File: config.mk
export PLATFORM = sky130hd
export DESIGN_NAME = sm_weight_serializer_flat
export DESIGN_NICKNAME = d
export VERILOG_FILES = /design/src/rtl/sm_weight_serializer_pkg.sv /design/src/rtl/sm_weight_serializer_if.sv /design/src/rtl/sm_weight_serializer_col_prienc.sv /design/src/rtl/sm_weight_serializer.sv /design/src/flat_wrapper.sv
export SDC_FILE = /design/constraint.sdc
export NUM_CORES = 1
export LEC_CHECK = 0
export CAP_MARGIN = 25
export CORE_UTILIZATION = 45
export CTS_CLUSTER_DIAMETER = 150
export CTS_CLUSTER_SIZE = 10
export DETAILED_ROUTE_END_ITERATION = 6
export PLACE_DENSITY = 0.73
export SLEW_MARGIN = 5
export SYNTH_ARGS = -nofsm -noshare
export SYNTH_HDL_FRONTEND = slang
export SYNTH_SLANG_ARGS = --single-unit
File: constraint.sdc
create_clock -name clk -period 3.09 [get_ports clk]
set_clock_uncertainty 0.1 [all_clocks]
set_input_delay 0.927 -clock clk [delete_from_list [all_inputs] [get_ports clk]]
set_output_delay 0.927 -clock clk [all_outputs]
set_load 0.1 [all_outputs]
File: src/rtl/sm_weight_serializer_pkg.sv
`default_nettype none
// +----------------------------------------------------------------------------+
// | Package  : sm_pkg                                                          |
// | Brief    : Shared widths, FSM states and int8 -> sign-magnitude helper.    |
// | Revision : 1.0                                                             |
// +----------------------------------------------------------------------------+
package sm_pkg;

  localparam int WEIGHT_W = 8;
  localparam int MAG_W    = 7;
  localparam int SHIFT_W  = 3;
  localparam logic [SHIFT_W-1:0] TOP_PLANE = 3'd6;

  typedef enum logic [0:0] {
    IDLE = 1'b0,
    SER  = 1'b1
  } state_t;

  typedef struct packed {
    logic             sign;
    logic [MAG_W-1:0] mag;
  } sm_t;

  // The most negative code has no 7-bit magnitude, so it clamps to full scale.
  function automatic sm_t to_sm(input logic [WEIGHT_W-1:0] w);
    sm_t                 r;
    logic [WEIGHT_W-1:0] neg;
    neg    = ~w + 1'b1;
    r.sign = w[WEIGHT_W-1];
    if (!w[WEIGHT_W-1])
      r.mag = w[MAG_W-1:0];
    else if (w[MAG_W-1:0] == '0)
      r.mag = '1;
    else
      r.mag = neg[MAG_W-1:0];
    return r;
  endfunction

endpackage
`default_nettype wire

File: src/rtl/sm_weight_serializer_if.sv
`default_nettype none
// +----------------------------------------------------------------------------+
// | Interface : sm_weight_serializer_if                                        |
// | Brief     : Weight-group input stream and bit-plane output stream.         |
// | Revision  : 1.0                                                            |
// +----------------------------------------------------------------------------+
interface sm_weight_serializer_if
  import sm_pkg::*;
#(
  parameter int LANES    = 8,
  parameter int WEIGHT_W = 8
);

  logic                      in_valid;
  logic                      in_ready;
  logic [LANES*WEIGHT_W-1:0] in_weights;
  logic                      out_valid;
  logic                      out_ready;
  logic [LANES-1:0]          out_bits;
  logic [LANES-1:0]          out_signs;
  logic [SHIFT_W-1:0]        out_shift;
  logic                      out_last;

  modport master (
    output in_valid, in_weights, out_ready,
    input  in_ready, out_valid, out_bits, out_signs, out_shift, out_last
  );

  modport slave (
    input  in_valid, in_weights, out_ready,
    output in_ready, out_valid, out_bits, out_signs, out_shift, out_last
  );

endinterface
`default_nettype wire

File: src/rtl/sm_weight_serializer_col_prienc.sv
`default_nettype none
// +----------------------------------------------------------------------------+
// | Module   : sm_col_prienc                                                   |
// | Brief    : Highest set column-mask bit strictly below a given shift.       |
// | Revision : 1.0                                                             |
// +----------------------------------------------------------------------------+
module sm_col_prienc
  import sm_pkg::*;
(
  input  logic [MAG_W-1:0]   i_mask,
  input  logic [SHIFT_W-1:0] i_shift,
  output logic [SHIFT_W-1:0] o_next,
  output logic               o_none
);

  // Ascending scan: the last qualifying bit wins, i.e. the highest one.
  always_comb begin
    o_next = '0;
    o_none = 1'b1;
    for (int b = 0; b < MAG_W; b++) begin
      if ((b < int'(i_shift)) && i_mask[b]) begin
        o_next = SHIFT_W'(b);
        o_none = 1'b0;
      end
    end
  end

endmodule
`default_nettype wire

File: src/rtl/sm_weight_serializer.sv
`default_nettype none
// +----------------------------------------------------------------------------+
// | Module   : sm_weight_serializer                                            |
// | Brief    : Converts int8 weight groups to sign-magnitude and streams the   |
// |            magnitude bit-planes MSB-first. Define ZERO_COL_SKIP_EN to drop |
// |            planes whose column is zero in every lane.                      |
// | Revision : 1.0                                                             |
// +----------------------------------------------------------------------------+
module sm_weight_serializer
  import sm_pkg::*;
#(
  parameter int LANES    = 8,
  parameter int WEIGHT_W = sm_pkg::WEIGHT_W
) (
  input  logic                   clk,
  input  logic                   rst_n,
  sm_weight_serializer_if.slave  bus,
  output logic                   busy
);

  state_t             r_state;
  state_t             w_state_nxt;
  logic [LANES-1:0]   r_signs;
  logic [MAG_W-1:0]   r_mags [LANES];
  logic [SHIFT_W-1:0] r_shift;
  logic               r_last;
  logic [SHIFT_W-1:0] w_shift_nxt;
  logic               w_last_nxt;
  logic [LANES-1:0]   w_load_signs;
  logic [MAG_W-1:0]   w_load_mags [LANES];
  logic               w_accept;
  logic               w_beat;
  logic               w_ser;

  assign w_ser    = (r_state == SER);
  assign w_beat   = w_ser & bus.out_ready;
  assign w_accept = bus.in_valid & bus.in_ready;

  for (genvar gi = 0; gi < LANES; gi++) begin : g_lane_conv
    sm_t w_sm;
    assign w_sm             = to_sm(bus.in_weights[gi*WEIGHT_W +: WEIGHT_W]);
    assign w_load_signs[gi] = w_sm.sign;
    assign w_load_mags[gi]  = w_sm.mag;
  end

`ifdef ZERO_COL_SKIP_EN
  logic [MAG_W-1:0]   r_mask;
  logic [MAG_W-1:0]   w_load_mask;
  logic [MAG_W-1:0]   w_pe_mask;
  logic [SHIFT_W-1:0] w_pe_shift;
  logic [MAG_W-1:0]   w_below;
  logic               w_none;

  always_comb begin
    w_load_mask = '0;
    for (int i = 0; i < LANES; i++)
      w_load_mask = w_load_mask | w_load_mags[i];
  end

  // On load, a search below MAG_W finds the top populated plane of the new group.
  assign w_pe_mask  = w_accept ? w_load_mask : r_mask;
  assign w_pe_shift = w_accept ? SHIFT_W'(MAG_W) : r_shift;

  sm_col_prienc u_prienc (
    .i_mask  (w_pe_mask),
    .i_shift (w_pe_shift),
    .o_next  (w_shift_nxt),
    .o_none  (w_none)
  );

  assign w_below    = w_pe_mask & ~({MAG_W{1'b1}} << w_shift_nxt);
  assign w_last_nxt = w_none | (w_below == '0);

  always_ff @(posedge clk or negedge rst_n) begin
    if (!rst_n)
      r_mask <= '0;
    else if (w_accept)
      r_mask <= w_load_mask;
  end
`else
  assign w_shift_nxt = w_accept ? TOP_PLANE : (r_shift - 1'b1);
  assign w_last_nxt  = (w_shift_nxt == '0);
`endif

  always_ff @(posedge clk or negedge rst_n) begin
    if (!rst_n)
      r_state <= IDLE;
    else
      r_state <= w_state_nxt;
  end

  always_comb begin
    w_state_nxt = r_state;
    case (r_state)
      IDLE:    if (w_accept) w_state_nxt = SER;
      SER:     if (w_beat && r_last) w_state_nxt = w_accept ? SER : IDLE;
      default: w_state_nxt = IDLE;
    endcase
  end

  always_comb begin
    bus.out_valid = w_ser;
    bus.out_last  = w_ser & r_last;
    busy          = w_ser;
    bus.in_ready  = (r_state == IDLE) | (w_beat & r_last);
    for (int i = 0; i < LANES; i++)
      bus.out_bits[i] = w_ser & r_mags[i][r_shift];
  end

  assign bus.out_signs = r_signs;
  assign bus.out_shift = r_shift;

  // A coincident last beat and new group is resolved by the load taking priority.
  always_ff @(posedge clk or negedge rst_n) begin
    if (!rst_n) begin
      r_signs <= '0;
      r_shift <= '0;
      r_last  <= 1'b0;
      for (int i = 0; i < LANES; i++)
        r_mags[i] <= '0;
    end else if (w_accept) begin
      r_signs <= w_load_signs;
      r_mags  <= w_load_mags;
      r_shift <= w_shift_nxt;
      r_last  <= w_last_nxt;
    end else if (w_beat && !r_last) begin
      r_shift <= w_shift_nxt;
      r_last  <= w_last_nxt;
    end
  end

endmodule
`default_nettype wire

File: src/flat_wrapper.sv
// flat-port wrapper written by rule: the top's interface ports become plain ports
module sm_weight_serializer_flat import sm_pkg::*;
#(
  parameter int LANES    = 8,
  parameter int WEIGHT_W = sm_pkg::WEIGHT_W
)
  (clk, rst_n, busy, bus_in_valid, bus_in_weights, bus_out_ready, bus_in_ready, bus_out_valid, bus_out_bits, bus_out_signs, bus_out_shift, bus_out_last);
  sm_weight_serializer_if #(.LANES(LANES), .WEIGHT_W(WEIGHT_W)) bus_i ();
  input  logic clk;
  input  logic rst_n;
  output logic busy;
  input wire logic [$bits(bus_i.in_valid)-1:0] bus_in_valid;
  input wire logic [$bits(bus_i.in_weights)-1:0] bus_in_weights;
  input wire logic [$bits(bus_i.out_ready)-1:0] bus_out_ready;
  output wire logic [$bits(bus_i.in_ready)-1:0] bus_in_ready;
  output wire logic [$bits(bus_i.out_valid)-1:0] bus_out_valid;
  output wire logic [$bits(bus_i.out_bits)-1:0] bus_out_bits;
  output wire logic [$bits(bus_i.out_signs)-1:0] bus_out_signs;
  output wire logic [$bits(bus_i.out_shift)-1:0] bus_out_shift;
  output wire logic [$bits(bus_i.out_last)-1:0] bus_out_last;
  assign bus_i.in_valid = bus_in_valid;
  assign bus_i.in_weights = bus_in_weights;
  assign bus_i.out_ready = bus_out_ready;
  assign bus_in_ready = bus_i.in_ready;
  assign bus_out_valid = bus_i.out_valid;
  assign bus_out_bits = bus_i.out_bits;
  assign bus_out_signs = bus_i.out_signs;
  assign bus_out_shift = bus_i.out_shift;
  assign bus_out_last = bus_i.out_last;
  sm_weight_serializer #(.LANES(LANES), .WEIGHT_W(WEIGHT_W)) u_core (.clk(clk), .rst_n(rst_n), .bus(bus_i), .busy(busy));
endmodule
==> results of run 1 <==
[cells by family (layout without fill, tap and decap cells)]
logic type      count (synthesis)  after routing
flops                          69             69
fa+ha+maj                       9              9
simple gates                  146            146
xor+xnor                       25             25
mux                            22             22
compound gates                127            127
buf+inv                        52            147
[final timing paths]
kind                       depth (start not counted)  slack [ps]                       endpoint
hold / removal                                     2         380  u_core.r_mags[48]$_DFFE_PN0P_
max in group asynchronous                          2        1660   u_core.r_mags[7]$_DFFE_PN0P_
min in group asynchronous                          1         580  u_core.r_mags[30]$_DFFE_PN0P_
setup reg to reg                                   5         990   u_core.r_mags[9]$_DFFE_PN0P_
hold reg to reg                                    2         380  u_core.r_mags[48]$_DFFE_PN0P_
setup / recovery                                   3         130                   bus_in_ready
[metrics by stage]
step,hold slack (ps),std cells
after global placement,361,634
after CTS,386,653
after detailed placement,365,634
final,381,653
after floorplan,348,450
after global routing,410,653
[power groups by stage]
stage          clock network [mW]  logic [mW]  registers, mW
2_1_floorplan                   0        2.10           2.04
3_3_place_gp                    0        3.61           1.67
3_5_place_dp                    0        3.65           1.70
4_1_cts                     0.670        3.71           1.66
5_1_grt                     0.714        3.89           1.72
6_report                    0.656        3.69           1.66
[synth_stat cells, types with 8 or more instances]
cell | instances | share of area, %
a21oi_1 | 44 | 5.3
a22o_1 | 8 | 1.7
clkbuf_1 | 15 | 1.4
dfrtp_1 | 69 | 42
ha_1 | 9 | 2.7
inv_1 | 28 | 2.5
mux2i_1 | 14 | 3.4
mux4_2 | 8 | 4.4
nand2_1 | 44 | 4.0
nor2_1 | 52 | 4.7
o211a_1 | 8 | 1.9
o211ai_1 | 8 | 1.5
o21ai_0 | 17 | 2.1
o22a_1 | 10 | 2.1
o31ai_1 | 13 | 2.4
xnor2_1 | 17 | 3.6
xor2_1 | 8 | 1.7
[state kept, by name, indices dropped and copies added (netlist names)]
| register | cells |
|---|---|
| u_core.bus.out_shift | 3 |
| u_core.bus.out_signs | 8 |
| u_core.bus.out_valid | 1 |
| u_core.r_last | 1 |
| u_core.r_mags | 56 |
[cell type report]
| type | count | area [um2] |
|---|---|---|
| multi-input cells | 329 | 2190 |
| repair buffers | 103 | 1110 |
| fillers | 759 | 3350 |
| well taps | 108 | 135 |
| flip-flops and latches | 69 | 1730 |
| clock buffers | 12 | 155 |
| clock inverters | 4 | 22.5 |
| inverters | 28 | 105 |
[what timing repair did]
action                                  in CTS  in global routing
endpoints found under the setup margin       4                  2
buffers inserted                             3                  0
gates resized for setup                      0                  1
[routing by layer]
layer	global-route usage, %	share of wire [%]	vias to the layer above
met5	0	0	-
met4	7.34	1.3	0
met3	3.58	4.7	11
met2	36.2	49	91
met1	27.6	45	1739
li1	-	-	1779
[worst max-delay path, cell delays in order]
cell and delay (ps):
clkdlybuf4s50_1 580, a21bo_2 230, buf_12 190
==> results by group, run 1 <==
Global routing
  • Wire length of the first global-routing pass: 16.4 mm
  • Pin count of the biggest net entering global routing: 36
  • Number of global-route vias before repair: 3566
  • Total global routing overflow: 0
  • Total global-route track usage: 21.3%
  • Number of antenna violations at the first check in global routing: 0

Yosys
  • Number of different library cells in the post-synthesis netlist: 40
  • Adder-cell share of the synthesized area: 2.73%
  • Dominant combinational cell family by area after synthesis: compound AO/OA/AOI/OAI gates
  • Syn Inst Count: 450
  • Count of flip-flops with a built-in enable after synthesis: 0
  • Warning count from the yosys run: 0
  • Ys async rst share: 100%
  • Post-synthesis cell area: 0.00412 mm2
  • Top_reg_cell synth: dfrtp_1
  • Net Count, Synth: 527
  • Sequential cell area fraction in the yosys report: 41.9%
  • Syn avg cell area: 9.16 um2
  • Multiplexer area fraction after synthesis: 7.77%
  • Post-synthesis sequential element count: 69
  • Synthesized-area fraction occupied by and/or/nand/nor cells: 16.9%
  • Share of the synthesized netlist area taken by xor and xnor gates: 5.31%
  • Synthesized-area fraction occupied by ao, oa, aoi and oai cells: 20.4%

Finish
  • Area growth from synthesis to final layout: 32.2%
  • Antenna diode count: 0
  • Commonest non-fill, non-tap cell in the layout: dfrtp_1
  • Share of the core filled with cells: 61.9%
  • Commonest cells after routing, fill and taps aside: 67 x dfrtp_1, 66 x clkdlybuf4s50_1, 52 x nor2_1
  • Fraction of layout cells with a size suffix above 1: 14.1%
  • Final layout net count: 617
  • Post-route cell area: 0.00545 mm2

STA
  • Transition time at the pin with the least slew margin: 782 ps
  • Total of endpoints with negative setup slack in the final report: 0
  • Relative max-transition margin: 47.9%
  • Highest clock frequency the design can meet: 0.338 GHz
  • Final setup TNS: 0 ps
  • Clock period minus worst slack: 2960 ps
  • Period utilization: 95.7%
  • Setup ws final: 133 ps
  • Unrepaired setup endpoints after global routing: false
  • Count of endpoints failing hold in the final timing report: 0
  • Final Max Tran Viols: 0

Clocking
  • Clock tree from TritonCTS: yes
  • Cell at the root of the clock tree: clkbuf_8
  • Maximum count of clock buffers along a single path: 2
  • Cts bufs inserted: 9
  • Sinks on Clock Net: 69
  • # H-tree levels: 3
  • Clock slew seen by the registers of the worst setup and hold paths: 70 ps
  • Hold_buf cts: 0
  • Skew-Pair Late Insertion Delay: 330 ps

Power
  • Leakage dissipation: 2.35 nW
  • Worst voltage drop across the vdd grid: 856 uV
  • Switching power as a share of total power: 48.5%
  • Final Total Pwr: 6.01 mW
  • Part of the power in the clock network: 10.9%
  • Proportion of power drawn by combinational gates: 61.5%
  • Internal power contribution: 3.10 mW
  • Switching power summed over all nets: 2.91 mW
  • Total power divided by cell area: 1100 mW/mm2
  • Register share of total power: 27.6%

Setup path
  • Data arrival time of the critical path: 1930 ps
  • Startpoint of the worst setup timing path: bus_out_ready
  • Crit path required time: 2060 ps
  • Kind of critical path: input port to output port
  • Largest fanout on the critical path: 8
  • Startpoint of the worst-slack reg-to-reg timing path: u_core.bus.out_valid$_DFF_PN0_
  • Critical Path Source Type: input port
  • Kind of end point of the critical path: output port

Route
  • Via total after detailed routing: 3620
  • Antenna-violating nets left: 0
  • Remaining routing DRC violations: 12
  • Wire length per cell after detailed routing: 14.6 um
  • Routed wire length: 9.54 mm
  • Via-per-instance ratio: 5.54
  • Number of DRC violations after detailed-routing iteration 0: 241
  • Number of search-and-repair iterations in the first detailed-routing pass: 6

Hold path
  • Worst min-delay path class: register to register
  • Start point of the worst min-delay path: u_core.r_mags[48]$_DFFE_PN0P_

Placed design
  • Placed Instance Area: 0.00525 mm2
  • Worst slack at placement: 103 ps
  • Routability Congestion: 0.811
  • Number of port buffers: 90
  • Post-DP HPWL: 7.06 mm

Die
  • Chip width: 97.7 um
  • Core box area: 0.00881 mm2
  • Initial core utilization: 46.8%
  • Die H: 97.7 um
  • Placement Rows: 34
  • Die area: 0.00955 mm2
  • I/O pin cnt: 91

Run status
  • Failing checks: DRC
  • Outcome: complete, but fails checks

Flow run
  • Number of maximum-capacitance constraint violations: 0
(Power assumes the default switching activity.)
==> run 2: changes to the inputs <==
MAX_ROUTING_LAYER = met4   (was default)
==> results by group, run 2 (same netlist as run 1, synthesis figures left out) <==
Finish
  • Area growth from synthesis to final layout: 32.2% (unchanged)
  • Fraction of layout cells with a size suffix above 1: 14.1% (unchanged)
  • Number of inserted filler cells in the final layout: 759 (unchanged)
  • Commonest cells after routing, fill and taps aside: 67 x dfrtp_1, 66 x clkdlybuf4s50_1, 52 x nor2_1
  • Register with the most flip-flops: u_core.r_mags
  • Max FFs per register: 56 (unchanged)
  • Post-layout instance count excluding filler cells: 653 (unchanged)
  • Antenna diode count: 0 (unchanged)
  • Final layout net count: 617 (unchanged)
  • Commonest non-fill, non-tap cell in the layout: dfrtp_1

Setup path
  • Largest fanout on the critical path: 8 (unchanged)
  • Reg2reg path depth: 5 (unchanged)
  • Endpoint of the worst register-to-register path: u_core.r_mags[21]$_DFFE_PN0P_
  • Setup slack, reg-to-reg: 1010 ps (+20 ps)
  • Kind of end point of the critical path: output port
  • Data arrival time of the critical path: 1930 ps (about the same)
  • Crit path required time: 2060 ps (about the same)
  • Critical Path Source Type: input port
  • Startpoint of the worst-slack reg-to-reg timing path: u_core.bus.out_valid$_DFF_PN0_
  • Kind of critical path: input port to output port

Power
  • Total power divided by cell area: 1100 mW/mm2 (about the same)
  • Leakage dissipation: 2.35 nW (unchanged)
  • Final Total Pwr: 6.01 mW (about the same)
  • Worst voltage drop across the vdd grid: 856 uV (about the same)

Clocking
  • Hold_buf cts: 0 (unchanged)
  • Cts bufs inserted: 9 (unchanged)
  • Maximum count of clock buffers along a single path: 2 (unchanged)
  • Clock tree from TritonCTS: yes
  • Skew-Pair Late Insertion Delay: 330 ps (about the same)
  • # H-tree levels: 3 (unchanged)
  • Sinks on Clock Net: 69 (unchanged)
  • Clock slew seen by the registers of the worst setup and hold paths: 70 ps (about the same)
  • Cell at the root of the clock tree: clkbuf_8

Route
  • Antenna-violating nets left: 0 (unchanged)
  • Number of search-and-repair iterations in the first detailed-routing pass: 7 (+1)
  • Number of DRC violations after detailed-routing iteration 0: 214 (-11%)
  • Via-per-instance ratio: 5.55 (+0.17%)
  • Routed wire length: 9.51 mm (-0.26%)
  • Remaining routing DRC violations: 12 (unchanged)
  • Via total after detailed routing: 3626 (+0.17%)
  • Wire length per cell after detailed routing: 14.6 um (-0.26%)

Hold path
  • Start point of the worst min-delay path: u_core.r_mags[48]$_DFFE_PN0P_
  • Worst min-delay path class: register to register
  • Depth of the worst hold-timing path: 2 (unchanged)
  • WHS Endpoint: u_core.r_mags[48]$_DFFE_PN0P_

Global routing
  • Wire length of the first global-routing pass: 16.4 mm (about the same)
  • Total global routing overflow: 0 (unchanged)
  • Met1 track demand over resource: 27.9% (+0.23 points)
  • Number of global-route vias before repair: 3566 (unchanged)
  • Number of antenna violations at the first check in global routing: 0 (unchanged)
  • Global-route met2 utilization: 36.0% (-0.16 points)
  • Pin count of the biggest net entering global routing: 36 (unchanged)
  • Met3 usage: 3.44% (-0.14 points)
  • Top Usage Layer GRT: met2
  • Total global-route track usage: 22.0% (+0.71 points)

Placed design
  • Number of port buffers: 90 (unchanged)
  • Post-DP HPWL: 7.06 mm (unchanged)
  • Number of instances in the placed design: 634 (unchanged)
  • Routability Congestion: 0.823 (+1.5%)

Die
  • Placement Rows: 34 (unchanged)
  • Die area: 0.00955 mm2 (unchanged)
  • Core box area: 0.00881 mm2 (unchanged)
  • Initial core utilization: 46.8% (unchanged)
  • Chip width: 97.7 um (unchanged)
  • Die H: 97.7 um (unchanged)
  • I/O pin cnt: 91 (unchanged)

STA
  • Period utilization: 95.6% (about the same)
  • Relative max-transition margin: 47.9% (+0.066 points)
  • Clock period minus worst slack: 2960 ps (-2.07 ps)
  • Final Max Tran Viols: 0 (unchanged)
  • Transition time at the pin with the least slew margin: 781 ps (-0.984 ps)
  • Unrepaired setup endpoints after global routing: false
  • Total of endpoints with negative setup slack in the final report: 0 (unchanged)
  • Final Hold Slack: 383 ps (+2.26 ps)
  • Count of endpoints failing hold in the final timing report: 0 (unchanged)
  • Highest clock frequency the design can meet: 0.338 GHz (about the same)
  • Final setup TNS: 0 ps (unchanged)

Run status
  • Outcome: complete, but fails checks
  • Failing checks: DRC

Flow run
  • Number of maximum-capacitance constraint violations: 0 (unchanged)
==> run 2: cell counts in the layout (fill, tap and decap cells not counted) <==
Identical to the previous run, type by type.
==> run 2: what timing repair did <==
item,4_1_cts,5_1_grt
setup buffers,3,0
setup endpoints to repair,4,2
resized for setup,0,1
endpoints found under the hold margin,0,0
==> run 2: cell type report <==
| type | count | area [um2] | share of cell area, % |
|---|---|---|---|
| repair buffers | 103 | 1110 | 20.4 |
| multi-input cells | 329 | 2190 | 40.2 |
| well taps | 108 | 135 | 2.48 |
| flip-flops and latches | 69 | 1730 | 31.8 |
| clock inverters | 4 | 22.5 | 0.413 |
| inverters | 28 | 105 | 1.93 |
| clock buffers | 12 | 155 | 2.85 |
==> run 2: worst max-delay path by stage <==
stage	start	endpoint	slack (ps)
2_1_floorplan	u_core.bus.out_shift[1]$_DFFE_PN0P_	bus_out_bits[0]	30
3_3_place_gp	bus_in_weights[56]	u_core.r_mags[1]$_DFFE_PN0P_	150
3_5_place_dp	bus_in_weights[24]	u_core.r_mags[30]$_DFFE_PN0P_	100
4_1_cts	u_core.bus.out_shift[1]$_DFFE_PN0P_	bus_out_bits[0]	60
5_1_grt	bus_out_ready	bus_in_ready	70
6_report	bus_out_ready	bus_in_ready	130
==> run 2: power by group <==
part	total (mW)	switching [mW]	internal [mW]
logic	3.69	2.27	1.43
clock network	0.653	0.322	0.331
registers	1.66	0.322	1.34
==> run 2: routing by layer <==
metal,wire [um],up-vias
li1,-,1777
met1,4250,1742
met2,4640,94
met3,473,13
met4,142,0
met5,0,-
==> run 2: metrics by stage <==
step / cell area (um2) / setup slack (ps) / utilization [%]
final: 5450 / 135 / 61.9
after global routing: 5450 / 69.3 / 61.9
after CTS: 5450 / 56.0 / 61.9
after detailed placement: 5250 / 103 / 59.6
after global placement: 5250 / 154 / 59.6
after floorplan: 4130 / 29.2 / -
==> run 2: critical path, stage by stage <==
cell             delay [ps]
clkdlybuf4s50_1         580
a21bo_2                 230
buf_12                  190
